$ cat config.mk
export PLATFORM = sky130hd
export DESIGN_NAME = sync_counter_param
export DESIGN_NICKNAME = d
export VERILOG_FILES = /design/src/rtl/sync_counter_pkg.sv /design/src/rtl/sync_counter_tc.sv /design/src/rtl/sync_counter_param.sv
export SDC_FILE = /design/constraint.sdc
export NUM_CORES = 1
export LEC_CHECK = 0
export ABC_AREA = 1
export ABC_CLOCK_PERIOD_IN_PS = 1200
export CORE_AREA = 5 5 52 54
export DETAILED_ROUTE_END_ITERATION = 12
export DIE_AREA = 0 0 57 59
export PLACE_DENSITY = 0.62
export SYNTH_ARGS = -nofsm -noshare
export SYNTH_HDL_FRONTEND = slang
export SYNTH_SLANG_ARGS = --single-unit
export TNS_END_PERCENT = 100
$ cat constraint.sdc
create_clock -name clk -period 1.2 [get_ports clk]
set_input_delay 0.24 -clock clk [delete_from_list [all_inputs] [get_ports clk]]
set_output_delay 0.24 -clock clk [all_outputs]
set_load 0.01 [all_outputs]
$ cat src/rtl/sync_counter_pkg.sv
// Shared types and step function for the parametrised counter.
// Arithmetic is done at a fixed 33 bits so any WIDTH up to 32 fits.
package sync_counter_pkg;

  localparam logic DIR_UP   = 1'b1;
  localparam logic DIR_DOWN = 1'b0;

  typedef struct packed {
    logic        wrap;
    logic [32:0] value;
  } step_t;

  function automatic step_t next_count(
    input logic [32:0] cnt,
    input logic        dir,
    input logic [32:0] modulus
  );
    step_t r;
    r.wrap  = 1'b0;
    r.value = cnt;
    if (dir == DIR_UP) begin
      if (cnt == modulus - 33'd1) begin
        r.value = '0;
        r.wrap  = 1'b1;
      end else begin
        r.value = cnt + 33'd1;
      end
    end else begin
      if (cnt == '0) begin
        r.value = modulus - 33'd1;
        r.wrap  = 1'b1;
      end else begin
        r.value = cnt - 33'd1;
      end
    end
    return r;
  endfunction

endpackage

$ cat src/rtl/sync_counter_tc.sv
// Terminal-count and ripple-carry decode, shared by every cascade stage.
// tc depends on ent only; rco additionally needs enp.
module sync_counter_tc
  import sync_counter_pkg::*;
#(
  parameter int     WIDTH   = 4,
  parameter longint MODULUS = 16
) (
  input  logic [WIDTH-1:0] cnt,
  input  logic             dir,
  input  logic             ent,
  input  logic             enp,
  output logic             tc,
  output logic             rco
);

  localparam logic [32:0] TOP_X = 33'(MODULUS) - 33'd1;

  logic [WIDTH-1:0] tv;

  assign tv  = (dir == DIR_UP) ? TOP_X[WIDTH-1:0] : '0;
  assign tc  = ent & (cnt == tv);
  assign rco = tc & enp;

endmodule

$ cat src/rtl/sync_counter_param.sv
// Parametrised up/down modulo counter with clamped load,
// optional one-shot stop and registered wrap/load_err pulses.
module sync_counter_param
  import sync_counter_pkg::*;
#(
  parameter int     WIDTH    = 4,
  parameter longint MODULUS  = 16,
  parameter int     ONE_SHOT = 0
) (
  input  logic             clk,
  input  logic             rst_n,
  input  logic             clr_n,
  input  logic             load_n,
  input  logic [WIDTH-1:0] d,
  input  logic             enp,
  input  logic             ent,
  input  logic             dir,
  input  logic             oe,
  output logic [WIDTH-1:0] q,
  output logic             tc,
  output logic             rco,
  output logic             wrap,
  output logic             done,
  output logic             load_err
);

  localparam logic [32:0] MOD_X = 33'(MODULUS);
  localparam logic [32:0] TOP_X = MOD_X - 33'd1;
  localparam logic        OS    = (ONE_SHOT != 0);

  logic [WIDTH-1:0] cnt;
  logic             wrap_q;
  logic             done_q;
  logic             lerr_q;
  logic             tc_i;
  logic             rco_i;
  logic             clamp;
  logic [WIDTH-1:0] load_v;
  logic             step_en;
  step_t            nxt;
  logic             unused_hi;

  assign clamp   = (33'(d) >= MOD_X);
  assign load_v  = clamp ? TOP_X[WIDTH-1:0] : d;
  assign step_en = enp & ent & ~(OS & done_q);
  assign nxt     = next_count(33'(cnt), dir, MOD_X);
  assign unused_hi = ^nxt.value[32:WIDTH];

  sync_counter_tc #(
    .WIDTH   (WIDTH),
    .MODULUS (MODULUS)
  ) u_tc (
    .cnt (cnt),
    .dir (dir),
    .ent (ent),
    .enp (enp),
    .tc  (tc_i),
    .rco (rco_i)
  );

  // Count register with clear > load > step > hold priority.
  always_ff @(posedge clk or negedge rst_n) begin
    if (!rst_n) begin
      cnt    <= '0;
      wrap_q <= 1'b0;
      done_q <= 1'b0;
      lerr_q <= 1'b0;
    end else begin
      wrap_q <= 1'b0;
      lerr_q <= 1'b0;
      if (!clr_n) begin
        cnt    <= '0;
        done_q <= 1'b0;
      end else if (!load_n) begin
        cnt    <= load_v;
        lerr_q <= clamp;
        done_q <= 1'b0;
      end else if (step_en) begin
        if (OS && tc_i) begin
          done_q <= 1'b1;
        end else begin
          cnt    <= nxt.value[WIDTH-1:0];
          wrap_q <= nxt.wrap;
        end
      end
    end
  end

  assign q        = oe ? cnt : '0;
  assign tc       = tc_i;
  assign rco      = rco_i;
  assign wrap     = wrap_q;
  assign done     = done_q;
  assign load_err = lerr_q;

endmodule

After elaboration in Yosys (flattened, before gate mapping):

Index checks and enable logic that the tools add are counted.

* bits in registers: 6
* output and inout port bits: 9
* word-level logic and storage cells: 28

* add/sub/neg operators: 2
* equality and inequality tests: 4
* muxes and demuxes: 15
* bitwise operators: 3
* reductions and logical operators: 1

Operator list (count)
* 33-bit two-way mux: 2
* 34-bit two-way mux: 1
* 4-bit two-way mux: 5
* 1-bit two-way mux: 7
* 4-bit by 1-bit adder with 5-bit output (second input constant): 1
* 4-bit by 1-bit subtractor with 5-bit output (second input constant): 1
* 4-bit == test: 1
* 4-bit == test (second input constant): 1
* 4-bit logical NOT: 1
* 1-bit bitwise AND: 3
* 3-bit by 2-bit != test with 1-bit output (second input constant): 1
* 2-bit != test (second input constant): 1

Logic depth before layout (Yosys ltp):

* depth after elaboration: 6
* gate-level depth with buffers: 9

By module:

Synthesis repeated with hierarchy kept, for this count alone.

* cell total of the unflattened synthesis: 87
* area total of the unflattened synthesis: 524.3 sq um

By module, submodules not included
* sync_counter_param: instances 1, cells each 73, area an instance 465.4 sq um
* sync_counter_tc: instances 1, cells each 14, area an instance 58.8 sq um

Worst setup path after synthesis:

Ideal clock, no wire load.

* kind: reg2out
* from: register cnt[2]
* to: output port rco
* data arrival time: 1.103 ns
* setup slack: -0.143 ns
* cell stages (with the launch flop): 8
* path buffers: 1
* path through: dfrtp_1 > buf_6 > nor2_4 > nand3_2 > nand2_1 > nand2_1 > a21oi_2 > and2_1

* cells in the longest elaborated chain, start to end: 3

Ends and longest elaborated chain
* start: declaration: RTL line sync_counter_param.sv:31 `logic [WIDTH-1:0] cnt;`
* start signal: assignment: RTL line sync_counter_param.sv:75 `cnt <= load_v;`
* start signal: assignment: RTL line sync_counter_param.sv:82 `cnt <= nxt.value[WIDTH-1:0];`
* 4-bit == test: RTL line sync_counter_tc.sv:22 `assign tc = ent & (cnt == tv);`
* 1-bit bitwise AND: RTL line sync_counter_tc.sv:22
* net tc: RTL line sync_counter_param.sv:20 `output logic tc,`
* 1-bit bitwise AND: RTL line sync_counter_tc.sv:23 `assign rco = tc & enp;`
* end: declaration: RTL line sync_counter_param.sv:21 `output logic rco,`

The timed path passes the listed nets, and every way through them passes these cells.

Worst setup path in the final report:

* from: register cnt[2]
* to: output port rco

* cells in the longest elaborated chain, start to end: 3

Ends and longest elaborated chain (RTL line)
* 4-bit == test: sync_counter_tc.sv:22
* 1-bit bitwise AND: sync_counter_tc.sv:22
* 1-bit bitwise AND: sync_counter_tc.sv:23

Every way passes these cells.

==> key figures <==
Outcome
  • Status: finished with violations
  • Violated checks: negative setup slack

Clock network
  • Clock sinks: 5
  • Root buf cell: clkbuf_4
  • Clock latency on the worst-skew pair: 0.25 ns
  • Max clock buf depth: 2
  • CTS buffer count: 3
  • Clock Pin Slew Worst Setup and Hold Paths: 0.05 ns
  • CTS tree: built
  • H-tree level count: 1

Layout
  • Non-filler cells, final: 152
  • Layout area overhead: 95.37%
  • N_diodes: 0
  • Nets: 139
  • Post-route cell area: 1002 sq um
  • Layout cell share with drive strength beyond 1: 48.39%

Worst setup path
  • Crit path DAT: 1.33 ns
  • Critical-path top delay cell: dfrtp_2
  • Critical Path, Cell by Cell: nor2_4 > nand3_2 > nand2_1 > nand2_1 > a21oi_2 > and2_4 > buf_6
  • Register-to-register path setup slack: -0.35 ns
  • Reg-to-Reg End: cnt[1]
  • Crit path kind: flop to primary output
  • CP Depth: 7
  • Reg2reg start: cnt[1]
  • Critical path required time: 0.96 ns
  • Worst setup EP type: primary output
  • WP buf/inv: 1
  • Crit path max fanout: 3
  • Largest stage delay, worst path: 0.43 ns
  • Crit path max-delay family: simple AND/OR/NAND/NOR gates
  • Critical Path Start Type: flop
  • CP most frequent cell: nand2_1
  • Reg2Reg Depth: 9

Placement
  • RePlAce Congestion: 0.7838
  • I/O Buffers: 18
  • Inst Count DP: 137
  • DPL Wire Length: 1123 um
  • Cell Area, Placed: 818.3 sq um

Route
  • Vias/cell: 4.105
  • DR iter-0 viols: 7
  • First-pass detailed-route iteration total: 4
  • Routed WL per cell: 10.06 um
  • Routed WL: 1529 um
  • Residual DRC count: 0
  • Post-route ant nets: 0
  • Via count: 624

Yosys
  • Async set or reset register ratio after synthesis: 100.0%
  • Top-area cell type share of the netlist area: 24.39%
  • Mapped Area: 513.0 sq um
  • Seq cells post-synth: 5
  • Most numerous cell in the Yosys netlist: nand2_1
  • Synthesis Warnings: 0
  • Mapped Cells: 79
  • Synth cell types: 22
  • Post-synth top cells: nand2_1 (23), inv_1 (12), nand3_1 (6), dfrtp_1 (5)
  • Post-synth EDFFs: 0
  • Synth area leader: dfrtp_1
  • Sequential area share after synthesis: 24.39%
  • Mean Syn Cell Area: 6.494 sq um
  • Ranking of synthesized cells by area: dfrtp_1 (24%), nand2_1 (17%), inv_1 (8.8%)
  • Top FF cell, synth: dfrtp_1

GRT
  • Initial antenna violation count: 0
  • Largest net degree at the start of global routing: 9
  • Global-route wire length before repair: 2525 um
  • Total GRT Usage: 9.491%
  • GRT Residual Overflow: 0
  • Vias in the first global route: 617

Die
  • I/O pin count: 21
  • Site Rows: 17
  • Initial Util: 23.64%
  • Chip Height: 59 um
  • Core Region: 2170 sq um
  • Die area: 3363 sq um
  • Die width: 57 um

STA
  • Final count of hold timing violations: 0
  • Worst setup margin: -0.3684 ns
  • WHS: 0.2043 ns
  • RSZ-0062 raised after global routing: true
  • Tmin final: 1.568 ns
  • Setup_tns: -2.973 ns
  • Final number of setup-violating endpoints: 11
  • Fmax: 637.6 MHz
  • Final critical-path share of the clock period: 130.7%
  • Final Slew Violations: 0
  • Clock Skew: 0.003579 ns

Power
  • Final Power: 0.0008430 W
  • Clk pwr share: 23.7%
  • Seq pwr share: 23.9%
  • PwrDens: 841.1 nW/um^2
  • P_int: 0.0005577 W
  • Switching power total: 0.0002853 W
  • Max VDD drop: 0.4375 mV
  • Switching part of the total: 33.84%
  • Comb power frac: 52.4%
  • LEAKAGE: 0.5189 nW

Min path
  • HP Class: primary input to async pin

Job
  • Max-Cap Viols: 0
routing by layer:
metal | GRT usage (%) | share of wire (%)
met5 | 0 | 0
met2 | 17.13 | 51
met1 | 10.33 | 42
met4 | 4.967 | 0.65
met3 | 2.179 | 5.8
layout by cell type, fill, tap and decap left out:
| cell | n |
|---|---|
| buf_4 | 22 |
| nand2_1 | 19 |
| clkdlybuf4s50_1 | 10 |
| inv_1 | 9 |
| buf_6 | 8 |
| nand2_2 | 6 |
| inv_2 | 4 |
| o21ai_1 | 4 |
| nand3_1 | 4 |
| dfrtp_1 | 4 |
| nor2_1 | 3 |
| o211ai_1 | 3 |
| clkbuf_4 | 3 |
| buf_2 | 3 |
| nor2_4 | 2 |
| nand3_2 | 2 |
| a21oi_2 | 2 |
| a21oi_1 | 2 |
| ha_4 | 2 |
| conb_1 | 2 |
| dlygate4sd2_1 | 2 |
| inv_4 | 1 |
| nand4_1 | 1 |
| and2_4 | 1 |
| nand3_4 | 1 |
| a21oi_4 | 1 |
| a211oi_2 | 1 |
| clkbuf_1 | 1 |
| dfrtp_2 | 1 |
state kept, by name, indices dropped and copies added, names as in the netlist:
| name | flops |
|---|---|
| cnt | 4 |
| wrap | 1 |
cells by family (layout without fill, tap and decap cells):
group	count (synthesis)	count (layout)	share of synthesized area, %
adder cells (fa/ha/maj)	2	2	4.877
AO/OA/AOI/OAI	13	13	16.10
AND/OR/NAND/NOR	39	39	36.10
buffers and inverters	19	63	17.80
other	1	2	0.7310
flip-flops	5	5	24.39
power groups by stage:
stage	Clock (W)	Combinational [W]	Sequential, W
detailed placement	0	0.000311	0.000206
CTS	0.000198	0.000377	0.000203
floorplan	0	0.000162	0.000205
global placement	0	0.000306	0.000205
finish	0.000200	0.000442	0.000201
global route	0.000219	0.000481	0.000203
how the worst max path moves through the flow:
stage	start	endpoint	slack [ns]
finish	cnt[2]	rco	-0.37
global route	cnt[2]	rco	-0.50
CTS	cnt[2]	rco	-0.40
detailed placement	dir	rco	-0.71
global placement	dir	rco	-0.69
floorplan	cnt[2]	rco	-0.11
through the flow:
stage,setup WS [ns],utilization (%)
after floorplan,-0.1124,-
after global placement,-0.6926,37.72
after detailed placement,-0.7100,37.72
after CTS,-0.3986,43.08
after global routing,-0.4990,46.19
final,-0.3684,46.19
cell type report:
class | count | area (sq um)
Fill cell | 234 | 1167
Timing Repair Buffer | 45 | 387.9
Multi-Input combinational cell | 56 | 371.6
Sequential cell | 5 | 126.4
Inverter | 14 | 55.05
Tap cell | 28 | 35.03
Clock buffer | 4 | 26.28
timing repair:
| item | 4_1_cts | 5_1_grt |
|---|---|---|
| pin swaps | 4 | 6 |
| buffers inserted | 7 | 5 |
| hold buffers | 0 | 0 |
| setup endpoints to repair | 12 | 11 |
| resized for setup | 44 | 9 |
worst register-to-register path: stages (launching register included):
cell	delay, ns
dfrtp_1	0.40
buf_4	0.15
buf_4	0.13
buf_4	0.15
inv_4	0.06
ha_4	0.19
a21oi_2	0.11
o21ai_1	0.08
o211ai_1	0.08
o21ai_1	0.09
Note: power is estimated with default switching activity, not from simulation.
